[src/rtl/capsense_csd_scan_sequencer.sv]
// rtl/capsense_csd_scan_sequencer.sv - CSD scan sequencer: sensor select, settle, measure, result handoff
module capsense_csd_scan_sequencer #(
    parameter int NumSensors    = 8,
    parameter int SettleCycles  = 16,
    parameter int PrechargeDiv  = 4,
    parameter int TimeoutCycles = 4096,
    parameter int CountWidth    = 16
) (
    input  logic                  clock,
    input  logic                  reset,
    input  logic                  enable,
    input  logic                  scan_req,
    input  logic                  meas_done,
    input  logic [CountWidth-1:0] raw_count,
    input  logic                  res_ready,
    output logic                  start,
    output logic                  pulse,
    output logic [3:0]            sensor_sel,
    output logic                  sensor_en,
    output logic                  res_valid,
    output logic [CountWidth-1:0] res_data,
    output logic [3:0]            res_index,
    output logic                  res_timeout,
    output logic                  busy,
    output logic                  scan_done
);

    localparam int SW = (SettleCycles > 2) ? $clog2(SettleCycles) : 1;
    localparam int DW = (PrechargeDiv > 2) ? $clog2(PrechargeDiv) : 1;
    localparam int TW = (TimeoutCycles > 2) ? $clog2(TimeoutCycles) : 1;

    localparam logic [SW-1:0] SETTLE_LOAD = SW'(SettleCycles - 1);
    localparam logic [DW-1:0] DIV_MAX     = DW'(PrechargeDiv - 1);
    localparam logic [TW-1:0] TMO_MAX     = TW'(TimeoutCycles - 1);
    localparam logic [3:0]    LAST_INDEX  = 4'(NumSensors - 1);

    typedef enum logic [2:0] {
        S_IDLE,
        S_SELECT,
        S_SETTLE,
        S_MEASURE,
        S_RELEASE,
        S_OUTPUT,
        S_DONE
    } state_t;

    state_t          state_q, state_d;
    logic [3:0]      index_q;
    logic [SW-1:0]   settle_q;
    logic [DW-1:0]   div_q;
    logic [TW-1:0]   tmo_q;

    // State register
    always_ff @(posedge clock) begin
        if (!reset) begin
            state_q <= S_IDLE;
        end else begin
            state_q <= state_d;
        end
    end

    // Next-state decode and Moore control outputs; enable low aborts from any busy state
    always_comb begin
        state_d   = state_q;
        start     = 1'b0;
        sensor_en = 1'b0;
        res_valid = 1'b0;
        busy      = 1'b1;
        scan_done = 1'b0;
        unique case (state_q)
            S_IDLE: begin
                busy = 1'b0;
                if (scan_req && enable) state_d = S_SELECT;
            end
            S_SELECT: begin
                sensor_en = 1'b1;
                state_d   = (settle_q == '0) ? S_MEASURE : S_SETTLE;
            end
            S_SETTLE: begin
                sensor_en = 1'b1;
                if (settle_q == '0) state_d = S_MEASURE;
            end
            S_MEASURE: begin
                start     = 1'b1;
                sensor_en = 1'b1;
                if (meas_done || (tmo_q == TMO_MAX)) state_d = S_RELEASE;
            end
            S_RELEASE: begin
                sensor_en = 1'b1;
                if (!meas_done) state_d = S_OUTPUT;
            end
            S_OUTPUT: begin
                res_valid = 1'b1;
                if (res_ready) state_d = (index_q == LAST_INDEX) ? S_DONE : S_SELECT;
            end
            S_DONE: begin
                scan_done = 1'b1;
                state_d   = S_IDLE;
            end
            default: state_d = S_IDLE;
        endcase
        if ((state_q != S_IDLE) && !enable) state_d = S_IDLE;
    end

    // Sensor index and mux select; select holds its last value while idle
    always_ff @(posedge clock) begin
        if (!reset) begin
            index_q    <= '0;
            sensor_sel <= '0;
        end else if ((state_q == S_IDLE) && (state_d == S_SELECT)) begin
            index_q    <= '0;
            sensor_sel <= '0;
        end else if ((state_q == S_OUTPUT) && (state_d == S_SELECT)) begin
            index_q    <= index_q + 4'd1;
            sensor_sel <= index_q + 4'd1;
        end
    end

    // Settle counter: loaded on SELECT entry so SELECT itself is the first settle cycle
    always_ff @(posedge clock) begin
        if (!reset) begin
            settle_q <= '0;
        end else if ((state_d == S_SELECT) && (state_q != S_SELECT)) begin
            settle_q <= SETTLE_LOAD;
        end else if (((state_q == S_SELECT) || (state_q == S_SETTLE)) && (settle_q != '0)) begin
            settle_q <= settle_q - 1'b1;
        end
    end

    // Precharge divider and registered pulse; pulse only lands in cycles still inside MEASURE
    always_ff @(posedge clock) begin
        if (!reset) begin
            div_q <= '0;
            pulse <= 1'b0;
        end else begin
            if (state_q == S_MEASURE) begin
                div_q <= (div_q == DIV_MAX) ? '0 : div_q + 1'b1;
            end else begin
                div_q <= '0;
            end
            pulse <= (state_q == S_MEASURE) && (state_d == S_MEASURE) && (div_q == DIV_MAX);
        end
    end

    // Timeout counter: zero on MEASURE entry, saturates at its terminal value
    always_ff @(posedge clock) begin
        if (!reset) begin
            tmo_q <= '0;
        end else if (state_q != S_MEASURE) begin
            tmo_q <= '0;
        end else if (tmo_q != TMO_MAX) begin
            tmo_q <= tmo_q + 1'b1;
        end
    end

    // Result capture on MEASURE exit; meas_done takes priority over timeout
    always_ff @(posedge clock) begin
        if (!reset) begin
            res_data    <= '0;
            res_index   <= '0;
            res_timeout <= 1'b0;
        end else if ((state_q == S_MEASURE) && (state_d == S_RELEASE)) begin
            res_index <= index_q;
            if (meas_done) begin
                res_data    <= raw_count;
                res_timeout <= 1'b0;
            end else begin
                res_data    <= '1;
                res_timeout <= 1'b1;
            end
        end
    end

endmodule

[config.mk]
export PLATFORM = sky130hd
export DESIGN_NAME = capsense_csd_scan_sequencer
export DESIGN_NICKNAME = d
export VERILOG_FILES = /design/src/rtl/capsense_csd_scan_sequencer.sv
export SDC_FILE = /design/constraint.sdc
export NUM_CORES = 1
export LEC_CHECK = 0
export BUFFER_PORTS_ARGS = -buffer_cell sky130_fd_sc_hd__buf_2
export CORE_MARGIN = 3
export CORE_UTILIZATION = 45
export CTS_CLUSTER_DIAMETER = 30
export DETAILED_ROUTE_END_ITERATION = 8
export PLACE_DENSITY = 0.69
export SLEW_MARGIN = 0
export SYNTH_ARGS = -nofsm -noshare
export SYNTH_HDL_FRONTEND = slang
export SYNTH_SLANG_ARGS = --single-unit
[constraint.sdc]
create_clock -name clock -period 1.9 [get_ports clock]
set_input_delay 0.095 -clock clock [delete_from_list [all_inputs] [get_ports clock]]
set_output_delay 0.095 -clock clock [all_outputs]
set_load 0.02 [all_outputs]
# Word-level counts from Yosys, hierarchy flattened
# Index checks and enable logic that the tools add are counted.
totals:
  mem_bits_rw: 0
  romBits: 0
  regBits: 47
  n_memories: 0
  latchBits: 0
  output_inout_bits: 31
  input_bits: 22
classes:
  bitwise_logic: 2
  eq_ne: 15
  magnitude_cmp: 0
  addsub: 4
  div: 0
  n_mux: 18
  mul: 0
  n_shift: 0
  n_reduce_logical: 21
ops:
  columns: ["op", "n"]
  rows:
  - ["3-bit 2-to-1 mux", 7]
  - ["3-bit one-hot mux with 6 select lines", 1]
  - ["16-bit 2-to-1 mux", 1]
  - ["12-bit by 1-bit adder with 12-bit output (second input constant)", 1]
  - ["12-bit equality test (second input constant)", 1]
  - ["3-bit equality test (second input constant)", 4]
  - ["12-bit != test (second input constant)", 1]
  - ["3-bit by 2-bit equality test with 1-bit output (second input constant)", 3]
  - ["1-bit logical AND", 9]
  - ["4-bit 2-to-1 mux", 2]
  - ["1-bit 2-to-1 mux", 7]
  - ["3-bit by 1-bit equality test with 1-bit output (second input constant)", 2]
  - ["4-bit by 1-bit adder with 4-bit output (second input constant)", 1]
  - ["4-bit by 3-bit equality test with 1-bit output (second input constant)", 1]
  - ["4-bit zero test", 1]
  - ["4-bit nonzero test", 1]
  - ["2-bit OR reduction", 2]
  - ["4-bit OR reduction", 1]
  - ["4-bit by 1-bit subtractor with 4-bit output (second input constant)", 1]
  - ["3-bit zero test", 1]
  - ["3-bit by 1-bit != test with 1-bit output (second input constant)", 1]
  - ["3-bit by 2-bit != test with 1-bit output (second input constant)", 1]
  - ["3-bit nonzero test", 1]
  - ["3-bit OR reduction", 1]
  - ["other kinds (6)", 8]

# Logic depth before layout (Yosys ltp)
logic_depth:
  ltp_word: 8
  depth_mapped: 8
  depth_no_buf: 7

# Worst setup path after synthesis
# Ideal clock, no wire load.
synth_path:
  kind: "register to register"
  from: "register state_q[0]"
  to: "register res_data[10]"
  path_stages_with_launch: 6
  required_time_ns: 1.781
  path_buffers: 1
  setup_ns: 0.119
  slack_ns: 0.146
  t_arrival_ns: 1.636
  cell_sequence: "dfxtp_1 -> nand2_1 -> nor2_1 -> nand3_1 -> clkbuf_1 -> o221a_2"
synth_via:
  elab_chain_len: 5
  word_cells_on_any_way: 17
  classes_between: "6 x eq/ne; 7 x mux; 4 x reduce/logical"
synth_rtl:
  columns: ["element", "line_no", "source"]
  rows:
  - ["start, declared", "47", "state_t state_q, state_d;"]
  - ["start signal, assigned", "58", "state_q <= state_d;"]
  - ["3-bit equality test (tied with other cells)", "70", "unique case (state_q)"]
  - ["3-bit one-hot mux with 6 select lines / 1-bit logical AND (equally long branches)", "70, 102", null]
  - ["3-bit 2-to-1 mux", "102", "if ((state_q != S_IDLE) && !enable) state_d = S_IDLE;"]
  - ["3-bit equality test", "162", "end else if ((state_q == S_MEASURE) && (state_d == S_RELEASE)) begin"]
  - ["1-bit logical AND (*)", "162", null]
  - ["end signal, assigned", "165", "res_data <= raw_count;"]
  - ["end, declared", "21", "output logic [CountWidth-1:0] res_data,"]
# Every way passes the cells marked *; elsewhere a longest branch is shown, timed or not.
# A chain may end at the register's enable or synchronous reset.

# Final worst setup path
layout_path:
  from: "register tmo_q[0]"
  to: "register settle_q[2]"
layout_via:
  elab_chain_len: 8
  word_cells_on_any_way: 9
  classes_between: "2 x eq/ne; 4 x mux; 3 x reduce/logical"
layout_rtl:
  columns: ["element", "line_no", "source"]
  rows:
  - ["start, declared", "51", "logic [TW-1:0] tmo_q;"]
  - ["start signal, assigned", "152", "tmo_q <= tmo_q + 1'b1;"]
  - ["12-bit equality test (*)", "86", "if (meas_done || (tmo_q == TMO_MAX)) state_d = S_RELEASE;"]
  - ["1-bit logical OR (*)", "86", null]
  - ["3-bit 2-to-1 mux (*)", "86", null]
  - ["3-bit one-hot mux with 6 select lines (*)", "70", null]
  - ["3-bit 2-to-1 mux (*)", "102", null]
  - ["3-bit by 1-bit equality test with 1-bit output (*)", "123", "end else if ((state_d == S_SELECT) && (state_q != S_SELECT)) begin"]
  - ["1-bit logical AND (*)", "123", null]
  - ["4-bit 2-to-1 mux / 2-bit nonzero test (equally long branches)", null, null]
  - ["end signal, assigned", "126", "settle_q <= settle_q - 1'b1;"]
  - ["end, declared", "49", "logic [SW-1:0] settle_q;"]
# Marks and branches as above.

==> impl_metrics.csv <==
group,metric,value,unit
sta,rsz0062_at_grt,"false",
route,antenna_left,0,
die,num_rows,23,
global_routing,antenna_found_initial,0,
sta,slew_violations,0,
synthesis,synth_fa_ha_area_frac,0.0247,
global_routing,grt_util_all_layers,0.168,
sta,period_share,0.896,
cts,cts_tree,"built",
synthesis,synth_warnings,0,
synthesis,netlist_instances,216,
sta,setup_violations,0,
cts,cts_buffer_depth,2,
synthesis,yosysSeqAreaShare,0.464,
power,power_leakage,1.08,nW
synthesis,synth_area,2030,um^2
hold_path,min_path_type,"in2reg",
route,wl,4.15,mm
synthesis,synth_ff_type,"dfxtp_1",
sta,fin_crit,1.70,ns
power,power_frac_clock,0.268,
synthesis,synth_area_leaders,"dfxtp_1, o221a_2, nor2_1",
synthesis,synth_top_area_frac,0.464,
synthesis,muxShareOfSynthArea,0.0148,
power,p_sw_frac,0.297,
global_routing,grt_first_pass_wirelength,7.15,mm
cts,ctsHoldBuffers,0,
route,avgViaCountPerCell,5.41,
power,ir_drop,0.362,mV
synthesis,synth_xor_area_frac,0.0605,
sta,tns,0,ns
die,io_pins,53,
final_layout,fin_area,2450,um^2
placement,placed_area,2370,um^2
final_layout,fin_cells,322,
setup_path,path_class,"reg2reg",
die,design.core.area,4170,um^2
route,vias,1743,
synthesis,yosys.area_share.simple,0.218,
setup_path,r2r_cells,7,
route,routedWlPerCell,12.9,um
synthesis,synth_edf_count,0,
die,die_h,73.1,um
setup_path,rr_startpoint,"tmo_q[0]$_SDFFE_PP0N_",
cts,cts_max_level,2,
placement,place_congestion,0.744,
cts,clkLatencyLatePin,0.30,ns
synthesis,synthesis.nets,242,
die,dieArea,5350,um^2
sta,max_slew_margin,0.687,
placement,dp.cells,315,
placement,place_ws,0.211,ns
final_layout,final_nets,298,
synthesis,async_flop_share,0,
sta,max_slew.worst_pin.slew,0.469,ns
placement,dp.final_hpwl,2.98,mm
cts,path_clk_slew,0.09,ns
setup_path,startpoint,"tmo_q[0]$_SDFFE_PP0N_",
setup_path,r2r-end,"settle_q[2]$_SDFFE_PN0P_",
setup_path,cp_max_fo,4,
cts,cts.sink_count,47,
sta,worst_slack,0.198,ns
sta,finalClockSkew,0.0112,ns
power,p_sw,640,uW
synthesis,synth_top_family_by_area,"simple AND/OR/NAND/NOR gates",
cts,root_buffer,"clkbuf_8",
setup_path,crit_arrival,1.89,ns
cts,cts_buffers,5,
final_layout,fill_cells,395,
setup_path,end_kind,"flop",
synthesis,ys_top_cells_by_count,"dfxtp_1, nor2_1, nand2_1, o221a_2, xnor2_1",
power,p_int,1.51,mW
power,p_seq_frac,0.514,
synthesis,synth_most_common_cell,"dfxtp_1",
final_layout,post-route-util,0.588,
route,drtPass1Iterations,4,
sta,hold_violations,0,
setup_path,crit_end,"settle_q[2]$_SDFFE_PN0P_",
sta,fmax,587,MHz
outcome,status,"finished clean",
setup_path,cp-start-kind,"flop",
synthesis,yosysTopAreaCell,"dfxtp_1",
final_layout,n_antenna_cell,0,
die,initial_core_util,0.486,
final_layout,drive_gt1_frac,0.324,
setup_path,worst_ep_required_time,2.09,ns
global_routing,globalRoute.totalOverflow,0,
synthesis,synth_compound_area_frac,0.176,
route,drt_iter0_drc,61,
synthesis,syn_area_per_cell,9.39,um^2
final_layout,syn_to_final_growth,20.9,%
global_routing,grt_max_degree,27,
route,drc_errors,0,
placement,io_buffers,52,
synthesis,yosysUniqueCellTypes,39,
power,p_comb_frac,0.219,
global_routing,grt_pass1_vias,1556,
power,power_density,879,nW/um^2
setup_path,r2r_setup_slack,0.20,ns
die,fp.dieW,73.1,um
run,maxCapViolCount,0,
synthesis,synth-seq-cells,47,
cells by family after synthesis:
group / Yosys count
simple gates: 86
flops: 47
compound gates: 44
buf+inv: 18
xor+xnor: 14
fa+ha+maj: 4
mux: 3
worst min path at each step:
stage	from	end	slack [ns]	cells after the start
2_1_floorplan	raw_count[0]	res_data[0]$_SDFFE_PN0P_	0.28	1
3_3_place_gp	raw_count[1]	res_data[1]$_SDFFE_PN0P_	0.36	2
3_5_place_dp	raw_count[10]	res_data[10]$_SDFFE_PN0P_	0.36	2
4_1_cts	raw_count[10]	res_data[10]$_SDFFE_PN0P_	0.04	2
5_1_grt	raw_count[13]	res_data[13]$_SDFFE_PN0P_	0.04	2
6_report	raw_count[10]	res_data[10]$_SDFFE_PN0P_	0.05	2
layout make-up:
class / instances / area (um^2) / share of cell area
multi-input combinational: 151 / 1000 / 0.409
clock inverter: 2 / 13.8 / 0.00561
tap: 50 / 62.6 / 0.0255
timing repair buffer: 61 / 340 / 0.139
inverter: 6 / 22.5 / 0.00918
clock buffer: 5 / 68.8 / 0.0281
sequential: 47 / 942 / 0.384
flip-flops by register name, indices dropped and copies added, names as in the netlist:
| register | count |
|---|---|
| div_q | 2 |
| index_q | 4 |
| pulse | 1 |
| res_data | 16 |
| res_index | 4 |
| res_timeout | 1 |
| settle_q | 4 |
| state_q | 3 |
| tmo_q | 12 |
per-layer routing:
metal / part of all wire / vias to the layer above / global-route usage
li1: - / 888 / -
met1: 0.46 / 813 / 0.230
met2: 0.47 / 36 / 0.253
met3: 0.054 / 6 / 0.0455
met4: 0.014 / 0 / 0.0615
met5: 0 / - / 0
power groups by stage:
stage          clock (mW)  sequential (mW)  combinational [mW]
2_1_floorplan           0             1.10               0.357
3_3_place_gp            0             1.13               0.468
3_5_place_dp            0             1.13               0.471
4_1_cts             0.600             1.10               0.475
5_1_grt             0.645             1.12               0.518
6_report            0.577             1.11               0.471
layout by cell type (no fill, tap or decap), drive strengths merged, types with 5 or more instances in the layout:
cell    netlist  layout
dfxtp        47      47
buf           5      61
o221a        16      16
a21oi         6       6
o21ai         8       8
nand3         9       9
inv           6       6
nand2        18      18
nor3         10      10
nor2         27      27
xnor2        10      10
clkbuf        7       5
metrics by stage:
| stage | total power, mW | hold slack, ns |
|---|---|---|
| 2_1_floorplan | 1.46 | 0.275 |
| 3_3_place_gp | 1.59 | 0.359 |
| 3_5_place_dp | 1.60 | 0.363 |
| 4_1_cts | 2.18 | 0.0441 |
| 5_1_grt | 2.28 | 0.0371 |
| 6_report | 2.16 | 0.0545 |
what timing repair did:
| action | in CTS | in global routing |
|---|---|---|
| endpoints found under the setup margin | 0 | 3 |
| setup buffers | 0 | 0 |
| gates resized for setup | 0 | 1 |
worst max-delay path: stages (launching register included):
cell     delay [ns]
dfxtp_1        0.39
ha_1           0.23
nand3_1        0.16
nor3_4         0.22
nor4_2         0.08
o31ai_1        0.28
buf_4          0.17
a21oi_1        0.06
No activity file was read; power rests on OpenSTA's default activity.
